## config.mk

```make
export PLATFORM = sky130hd
export DESIGN_NAME = clock_supervisor
export DESIGN_NICKNAME = d
export VERILOG_FILES = /design/src/rtl/clock_pkg.sv /design/src/rtl/ce_divider.sv /design/src/rtl/clock_supervisor.sv
export SDC_FILE = /design/constraint.sdc
export NUM_CORES = 1
export LEC_CHECK = 0
export ABC_AREA = 0
export CORE_UTILIZATION = 30
export CTS_BUF_LIST = sky130_fd_sc_hd__clkbuf_2
export CTS_CLUSTER_SIZE = 30
export DETAILED_ROUTE_END_ITERATION = 10
export HOLD_SLACK_MARGIN = 0.05
export SKIP_CTS_REPAIR_TIMING = 1
export SLEW_MARGIN = 20
export SYNTH_ARGS = -nofsm -noshare
export SYNTH_HDL_FRONTEND = slang
export SYNTH_SLANG_ARGS = --single-unit
```

## constraint.sdc

```tcl
create_clock -name i_sys_clk -period 20.9 [get_ports i_sys_clk]
set_input_delay 5.225 -clock i_sys_clk [delete_from_list [all_inputs] [get_ports i_sys_clk]]
set_output_delay 5.225 -clock i_sys_clk [all_outputs]
set_load 0.005 [all_outputs]
```

## src/rtl/clock_pkg.sv

```systemverilog
// ============================================================================
//  Module      : clock_pkg
//  Description : Shared state encoding and default parameters for the
//                clock supervisor and its clock-enable dividers.
//  Revision    : 1.0 - initial release
// ============================================================================
`default_nettype none

package clock_pkg;

    localparam int unsigned c_STATE_W = 2;

    localparam logic [c_STATE_W-1:0] c_ST_WAIT_LOCK = 2'd0;
    localparam logic [c_STATE_W-1:0] c_ST_HOLD      = 2'd1;
    localparam logic [c_STATE_W-1:0] c_ST_RUN       = 2'd2;

    localparam int unsigned c_DEF_N_CH        = 4;
    localparam int unsigned c_DEF_CNT_W       = 16;
    localparam int unsigned c_DEF_LOCK_CYCLES = 1024;
    localparam int unsigned c_DEF_RST_HOLD    = 16;
    localparam int unsigned c_DEF_DIV_RESET   = 1;
    localparam int unsigned c_DEF_LOSS_W      = 8;

endpackage

`default_nettype wire

```

## src/rtl/ce_divider.sv

```systemverilog
// ============================================================================
//  Module      : ce_divider
//  Description : One clock-enable channel: shadow/active divisor, period
//                counter and registered one-cycle enable pulse.
//  Revision    : 1.0 - initial release
// ============================================================================
`default_nettype none

module ce_divider
    import clock_pkg::*;
#(
    parameter int unsigned CNT_W     = c_DEF_CNT_W,
    parameter int unsigned DIV_RESET = c_DEF_DIV_RESET
) (
    input  logic             i_clk,
    input  logic             i_rst,
    input  logic             i_run,
    input  logic [CNT_W-1:0] i_div,
    input  logic             i_div_load,
    output logic             o_ce
);

    logic [CNT_W-1:0] r_shadow;
    logic [CNT_W-1:0] r_active;
    logic [CNT_W-1:0] r_cnt;
    logic             r_ce;

    logic [CNT_W-1:0] w_shadow_next;
    logic [CNT_W-1:0] w_div_raw;
    logic [CNT_W-1:0] w_div_now;
    logic [CNT_W-1:0] w_cnt_inc;
    logic             w_hit;

    // The edge closing a pulse starts a new period, so it already uses the
    // divisor being adopted (including a load arriving in that same cycle).
    always_comb begin
        w_shadow_next = i_div_load ? i_div : r_shadow;
        w_div_raw     = r_ce ? w_shadow_next : r_active;
        w_div_now     = (w_div_raw == '0) ? CNT_W'(1) : w_div_raw;
        w_cnt_inc     = r_cnt + CNT_W'(1);
        w_hit         = (w_cnt_inc == w_div_now);
    end

    always_ff @(posedge i_clk or posedge i_rst) begin
        if (i_rst) begin
            r_shadow <= CNT_W'(DIV_RESET);
            r_active <= CNT_W'(DIV_RESET);
            r_cnt    <= '0;
            r_ce     <= 1'b0;
        end else begin
            r_shadow <= w_shadow_next;
            if (!i_run) begin
                r_cnt    <= '0;
                r_ce     <= 1'b0;
                r_active <= r_shadow;
            end else begin
                r_ce  <= w_hit;
                r_cnt <= w_hit ? '0 : w_cnt_inc;
                if (r_ce) begin
                    r_active <= w_shadow_next;
                end
            end
        end
    end

    assign o_ce = r_ce;

endmodule

`default_nettype wire

```

## src/rtl/clock_supervisor.sv

```systemverilog
// ============================================================================
//  Module      : clock_supervisor
//  Description : PLL lock qualification, sequenced system reset release and
//                N_CH programmable clock-enable strobes.
//  Revision    : 1.0 - initial release
// ============================================================================
`default_nettype none

module clock_supervisor
    import clock_pkg::*;
#(
    parameter int unsigned N_CH        = c_DEF_N_CH,
    parameter int unsigned CNT_W       = c_DEF_CNT_W,
    parameter int unsigned LOCK_CYCLES = c_DEF_LOCK_CYCLES,
    parameter int unsigned RST_HOLD    = c_DEF_RST_HOLD,
    parameter int unsigned DIV_RESET   = c_DEF_DIV_RESET,
    parameter int unsigned LOSS_W      = c_DEF_LOSS_W
) (
    input  logic                  i_sys_clk,
    input  logic                  i_rst,
    input  logic                  i_pll_lock,
    input  logic [N_CH*CNT_W-1:0] i_div,
    input  logic                  i_div_load,
    output logic                  o_sys_rst,
    output logic [N_CH-1:0]       o_ce,
    output logic                  o_locked,
    output logic [LOSS_W-1:0]     o_lock_loss_cnt
);

    localparam int unsigned c_LOCK_W = (LOCK_CYCLES > 1) ? $clog2(LOCK_CYCLES) : 1;
    localparam int unsigned c_HOLD_W = (RST_HOLD > 1) ? $clog2(RST_HOLD) : 1;
    localparam logic [c_LOCK_W-1:0] c_LOCK_LAST = c_LOCK_W'(LOCK_CYCLES - 1);
    localparam logic [c_HOLD_W-1:0] c_HOLD_LAST = c_HOLD_W'(RST_HOLD - 1);

    logic                 r_sync_meta;
    logic                 r_lock_s;
    logic [c_STATE_W-1:0] r_state;
    logic [c_STATE_W-1:0] w_state_next;
    logic [c_LOCK_W-1:0]  r_lock_cnt;
    logic [c_LOCK_W-1:0]  w_lock_cnt_next;
    logic [c_HOLD_W-1:0]  r_hold_cnt;
    logic [c_HOLD_W-1:0]  w_hold_cnt_next;
    logic                 w_loss_inc;
    logic                 w_run_next;
    logic                 r_sys_rst;
    logic                 r_locked;
    logic [LOSS_W-1:0]    r_loss_cnt;

    always_ff @(posedge i_sys_clk or posedge i_rst) begin
        if (i_rst) begin
            r_sync_meta <= 1'b0;
            r_lock_s    <= 1'b0;
        end else begin
            r_sync_meta <= i_pll_lock;
            r_lock_s    <= r_sync_meta;
        end
    end

    always_comb begin
        w_state_next    = r_state;
        w_lock_cnt_next = '0;
        w_hold_cnt_next = '0;
        w_loss_inc      = 1'b0;
        case (r_state)
            c_ST_WAIT_LOCK: begin
                if (r_lock_s) begin
                    if (r_lock_cnt == c_LOCK_LAST) begin
                        w_state_next = c_ST_HOLD;
                    end else begin
                        w_lock_cnt_next = r_lock_cnt + c_LOCK_W'(1);
                    end
                end
            end
            c_ST_HOLD: begin
                if (!r_lock_s) begin
                    w_state_next = c_ST_WAIT_LOCK;
                end else if (r_hold_cnt == c_HOLD_LAST) begin
                    w_state_next = c_ST_RUN;
                end else begin
                    w_hold_cnt_next = r_hold_cnt + c_HOLD_W'(1);
                end
            end
            c_ST_RUN: begin
                if (!r_lock_s) begin
                    w_state_next = c_ST_WAIT_LOCK;
                    w_loss_inc   = 1'b1;
                end
            end
            default: w_state_next = c_ST_WAIT_LOCK;
        endcase
    end

    assign w_run_next = (w_state_next == c_ST_RUN);

    // Reset and lock outputs follow the next state so they change on the
    // same edge as the state transition itself.
    always_ff @(posedge i_sys_clk or posedge i_rst) begin
        if (i_rst) begin
            r_state    <= c_ST_WAIT_LOCK;
            r_lock_cnt <= '0;
            r_hold_cnt <= '0;
            r_sys_rst  <= 1'b1;
            r_locked   <= 1'b0;
            r_loss_cnt <= '0;
        end else begin
            r_state    <= w_state_next;
            r_lock_cnt <= w_lock_cnt_next;
            r_hold_cnt <= w_hold_cnt_next;
            r_sys_rst  <= ~w_run_next;
            r_locked   <= w_run_next;
            if (w_loss_inc && (r_loss_cnt != '1)) begin
                r_loss_cnt <= r_loss_cnt + LOSS_W'(1);
            end
        end
    end

    assign o_sys_rst       = r_sys_rst;
    assign o_locked        = r_locked;
    assign o_lock_loss_cnt = r_loss_cnt;

    generate
        for (genvar k = 0; k < int'(N_CH); k++) begin : g_ch
            ce_divider #(
                .CNT_W     (CNT_W),
                .DIV_RESET (DIV_RESET)
            ) u_ce_divider (
                .i_clk      (i_sys_clk),
                .i_rst      (i_rst),
                .i_run      (w_run_next),
                .i_div      (i_div[k*CNT_W +: CNT_W]),
                .i_div_load (i_div_load),
                .o_ce       (o_ce[k])
            );
        end
    endgenerate

endmodule

`default_nettype wire

```

======== Word-level counts from Yosys, hierarchy flattened ========
Index checks and enable logic that the tools add are counted.
operators by class
  eq/ne operators ......................... 10
  muxes and demuxes ....................... 42
  $mul .................................... 0
  bitwise gates (word level) .............. 1
  shifts and indexed selects .............. 0
  add/subtract/negate cells ............... 7
  div/mod/pow operators ................... 0
  reduce and logical (&&, ||, !) cells .... 6
  order comparisons ....................... 0
operator list
  operator               number
  $mux 16                24
  $add 16x1->16 const B  4
  $eq 16x16->1           4
  $logic_not 16->1       4
  $mux 10                3
  $mux 4                 3
  $add 10x1->10 const B  1
  $eq 10x10->1 const B   1
  $mux 2                 5
  $add 8x1->8 const B    1
  $ne 8x8->1 const B     1
  $mux 1                 6
  $pmux 2 s3             1
  $add 4x1->4 const B    1
  $eq 2x2->1 const B     2
  $eq 4x4->1 const B     1
  $eq 2x1->1 const B     1
  $logic_not 2->1        1
  $logic_and 1x1->1      1
  $not 1->1              1
word-level totals
  memory bits (writable) .................. 0
  memory bits (read-only) ................. 0
  memories kept ........................... 0
  output and inout port bits .............. 14
  register bits after elaboration ......... 224
  logic and storage cells ................. 90
  bits in latches ......................... 0
  input port bits ......................... 68

======== Depth between registers and ports, before layout ========
  depth in word-level cells ............... 7
  gate-level depth with buffers ........... 15
  mapped depth without buffers ............ 9

======== By module ========
Synthesis repeated with hierarchy kept, for this count alone.
second synthesis, totals
  cells, all modules ...................... 979
  area, all modules ....................... 11750.0 um^2
modules (own cells, without submodules)
  module            area an instance (um^2)  sequential area each (um^2)  cells each  instances
  ce_divider        2618.8                   1228.7                       217         4
  clock_supervisor  1275.0                   701.9                        111         1

======== Worst setup path after synthesis ========
OpenSTA, ideal clock, no wires.
  kind .................................... input port to flip-flop
  start ................................... input i_div_load
  end ..................................... register g_ch[0].u_ce_divider.r_cnt[10]
  setup time .............................. 0.136 ns
  stages .................................. 11
  required time ........................... 20.764 ns
  path buffers ............................ 3
  slack ................................... 12.927 ns
  data arrival time ....................... 7.837 ns
  path through ............................ buf_6 buf_8 mux2_2 mux2i_1 nand4_1 nor4_1 mux2_2 or4_4 nor4_4 buf_6 nor3_1
on the way
  cells in the longest elaborated chain, start to end .. 7
ends and longest elaborated chain
  what                                        line                    text
  from (decl)                                 clock_supervisor.sv:23  input logic i_div_load,
  $mux 16 *                                   ce_divider.sv:37        w_shadow_next = i_div_load ? i_div : r_shadow;
  via g_ch[0].u_ce_divider.w_shadow_next[11]  ce_divider.sv:28        logic [CNT_W-1:0] w_shadow_next;
  $mux 16 *                                   ce_divider.sv:38        w_div_raw = r_ce ? w_shadow_next : r_active;
  $logic_not 16->1                            ce_divider.sv:39        w_div_now = (w_div_raw == '0) ? CNT_W'(1) : w_div_raw;
  $mux 16 *                                   ce_divider.sv:39
  $eq 16x16->1 *                              ce_divider.sv:41        w_hit = (w_cnt_inc == w_div_now);
  $mux 16 *                                   ce_divider.sv:58        r_cnt <= w_hit ? '0 : w_cnt_inc;
  $mux 16 *                                   ce_divider.sv:52        if (!i_run) begin
  to (signal assigned)                        ce_divider.sv:58
  to (decl)                                   ce_divider.sv:25        logic [CNT_W-1:0] r_cnt;
The timed path passes the listed nets; every way through them passes the cells marked *.
A chain may end at the register's enable or synchronous reset.

======== Worst setup path after layout ========
  start ................................... input i_div_load
  end ..................................... register g_ch[0].u_ce_divider.r_cnt[4]
The elaborated chain is that of the path after synthesis.

==> metrics.txt <==
part of the power in registers 0.535; area after detailed placement 12000 um2; DIE AREA 37100 um2; Filler Cells Inserted roughly 3600; delay of the slowest cell on the worst path 0.81 ns; CTS Buf Count 60; area of the mapped netlist about 11000 um2; Core Footprint 35700 um2; DP Wirelength 15.9 mm; sequence of cells on the critical path buf_4 -> mux2_2 -> mux2i_1 -> nand4_1 -> nor4_1 -> mux2_2 -> or4_4 -> nor4_4 -> nor3_1; final total negative setup slack 0 ns; post-synthesis average cell area roughly 11 um2; sum of internal, switching and leakage power ~0.88 mW; RSZ-0062 raised after global routing no; Netlist cell types 56; Final Util 0.354; via count of the first global-routing pass 7898; share of flip-flops with an asynchronous set or reset 1.00; final count of hold timing violations 0; number of top-level pins 82; Max FO, Critical Path 64; post-synthesis sequential element count 224; TritonCTS clock tree yes; Setup Slack @ Placement around 12 ns; CTS clock-pin slew for the worst setup and hold paths approximately 0.11 ns; Post-synth top flop dfrtp_1; total number of nets in the final design 1181; area taken by multi-input logic gates approximately 4900 um2; Finished Layout Cells 1615; global-route wire length before repair roughly 41 mm; per-cell routed wire length 15.2 um; switching share of power 0.279; count of vias placed by the detailed router ~7600; pin count of the biggest net entering global routing 98; area of all sequential standard cells about 5600 um2; Inst Count DP between 1500 and 2000; deepest clock path buffer count 3; cell occurring most often along the worst timing path mux2_2; power dissipated by switching net loads around 0.25 mW; worst setup margin ~13 ns; leakage power 5.28 nW; logic gate share of total power 0.105; number of routed nets with antenna violations 0; worst hold-check slack 0.364 ns; number of vias per cell 4.70; clock tree skew after final layout 0.110 ns; power per cell area 69.7 nW/um2; DRC violation count after routing 16; status complete, but fails checks; sequential share of the synthesized area 0.515; kind of start point of the critical path input port; Detailed Route WL 24.6 mm; first-pass detailed-route iteration total 7; cell chosen for the clock root clkbuf_2; Clock Latency Late Sink 0.92 ns; internal power component about 0.63 mW; antenna violations before repair 1; number of DRC violations after detailed-routing iteration 0 483; number of port buffers 81; global-route usage over all layers 0.137; number of H-tree branching levels 2; Peak supply drop roughly 0.032 mV; Yosys Warn Count 0; RePlAce Congestion slightly above 0.8; most common cell after layout, fill and taps aside dfrtp_1; post-route design area 12600 um2; width of the die 193 um; critical path data required time 21.62 ns; residual overflow from global routing 0; violated checks DRC; Core Rows 69; slew at the pin closest to its max-slew limit 1.08 ns; classification of the worst setup path in -> reg; EDFF count, synth 0; effective utilization at floorplan 0.306; data arrival at the endpoint of the critical path 9.01 ns; Mapped Nets approximately 1100; worst slew margin relative to its limit 0.282; Area Growth Syn to Fin 15.7%; Synth Instances 1007; share of layout cells above drive strength 1 0.162; Fmax between 100 and 150 MHz; classification of the worst-slack hold path reg -> reg; clock share of power 0.360; total clock sinks 224; final count of pins violating max slew 0; final critical delay including setup and external delays 8.30 ns; final setup vio count 0; number of maximum-capacitance constraint violations 0; commonest non-fill, non-tap cells in the layout dfrtp_1 (215), nand2_1 (116), clkbuf_2 (95); Final period util 0.397; vertical die dimension 193 um; element type at the critical path end flip-flop; Slowest cell on crit path nor4_4
-- logic make-up after synthesis --
group | count (synthesis) | share of synthesized area
muxes | 120 | 0.122
and+or+nand+nor | 357 | 0.163
xor gates and xnor gates | 137 | 0.111
adders and majority gates | 7 | 0.00804
AOI/OAI and AO/OA | 89 | 0.0450
buffers and inverters | 73 | 0.0348
DFF | 224 | 0.515
-- per-layer routing --
metal | wire [um] | track usage
met3 | 1300 | 0.0347
met4 | 553 | 0.0475
met2 | 11100 | 0.211
met1 | 11600 | 0.186
met5 | 0 | 0
-- critical path: cells and delay by family --
kind	cells	cell delay (ns)
buffers and inverters	1	0.73
muxes	3	1.20
and+or+nand+nor	5	1.81
-- Yosys cell counts, drive strengths merged, types with 9 or more instances --
master,n,share of area
nor4,18,0.014
xor2,55,0.044
a21oi,11,0.0051
inv,22,0.0076
buf,24,0.018
nor2,48,0.017
nor3,69,0.033
clkbuf,26,0.0090
dfstp,9,0.022
mux2i,62,0.061
o21ai,61,0.028
and3,15,0.0086
nand2,117,0.040
mux2,58,0.061
xnor2,81,0.065
nand3,36,0.017
nand4,26,0.015
dfrtp,215,0.49
-- sequential cells by signal, indices dropped and copies added, names as in the netlist --
| register | flops |
|---|---|
| g_ch.u_ce_divider.r_active | 64 |
| r_state | 2 |
| g_ch.u_ce_divider.r_shadow | 64 |
| o_lock_loss_cnt | 8 |
| r_lock_s | 1 |
| r_sync_meta | 1 |
| r_hold_cnt | 4 |
| o_sys_rst | 1 |
| g_ch.u_ce_divider.o_ce | 4 |
| r_lock_cnt | 10 |
| g_ch.u_ce_divider.r_cnt | 64 |
| o_locked | 1 |
-- final timing paths --
kind	start	slack, ns	endpoint	cells past startpoint
setup / recovery	i_div_load	12.60	g_ch[0].u_ce_divider.r_cnt[4]	9
hold / removal	r_sync_meta	0.36	r_lock_s	0
setup reg to reg	g_ch[0].u_ce_divider.o_ce	17.00	g_ch[0].u_ce_divider.r_cnt[4]	7
hold reg to reg	r_sync_meta	0.36	r_lock_s	0
max in group asynchronous	i_rst	14.68	g_ch[3].u_ce_divider.r_cnt[12]	3
min in group asynchronous	i_rst	4.80	r_lock_s	2
-- power groups by stage --
stage | combinational, mW | sequential, mW | clock [mW]
finish | 0.0924 | 0.470 | 0.317
global route | 0.105 | 0.473 | 0.355
CTS | 0.0945 | 0.470 | 0.334
detailed placement | 0.0940 | 0.478 | 0
global placement | 0.0921 | 0.477 | 0
floorplan | 0.0650 | 0.476 | 0
-- area by class of cell --
class,instances,area share
diodes,2,0.000397
clock buffers,95,0.0377
multi-input cells,710,0.389
repair buffers,87,0.0677
flip-flops and latches,224,0.446
inverters,23,0.00744
well taps,461,0.0458
clock inverters,13,0.00605
Note: power is estimated with default switching activity, not from simulation.
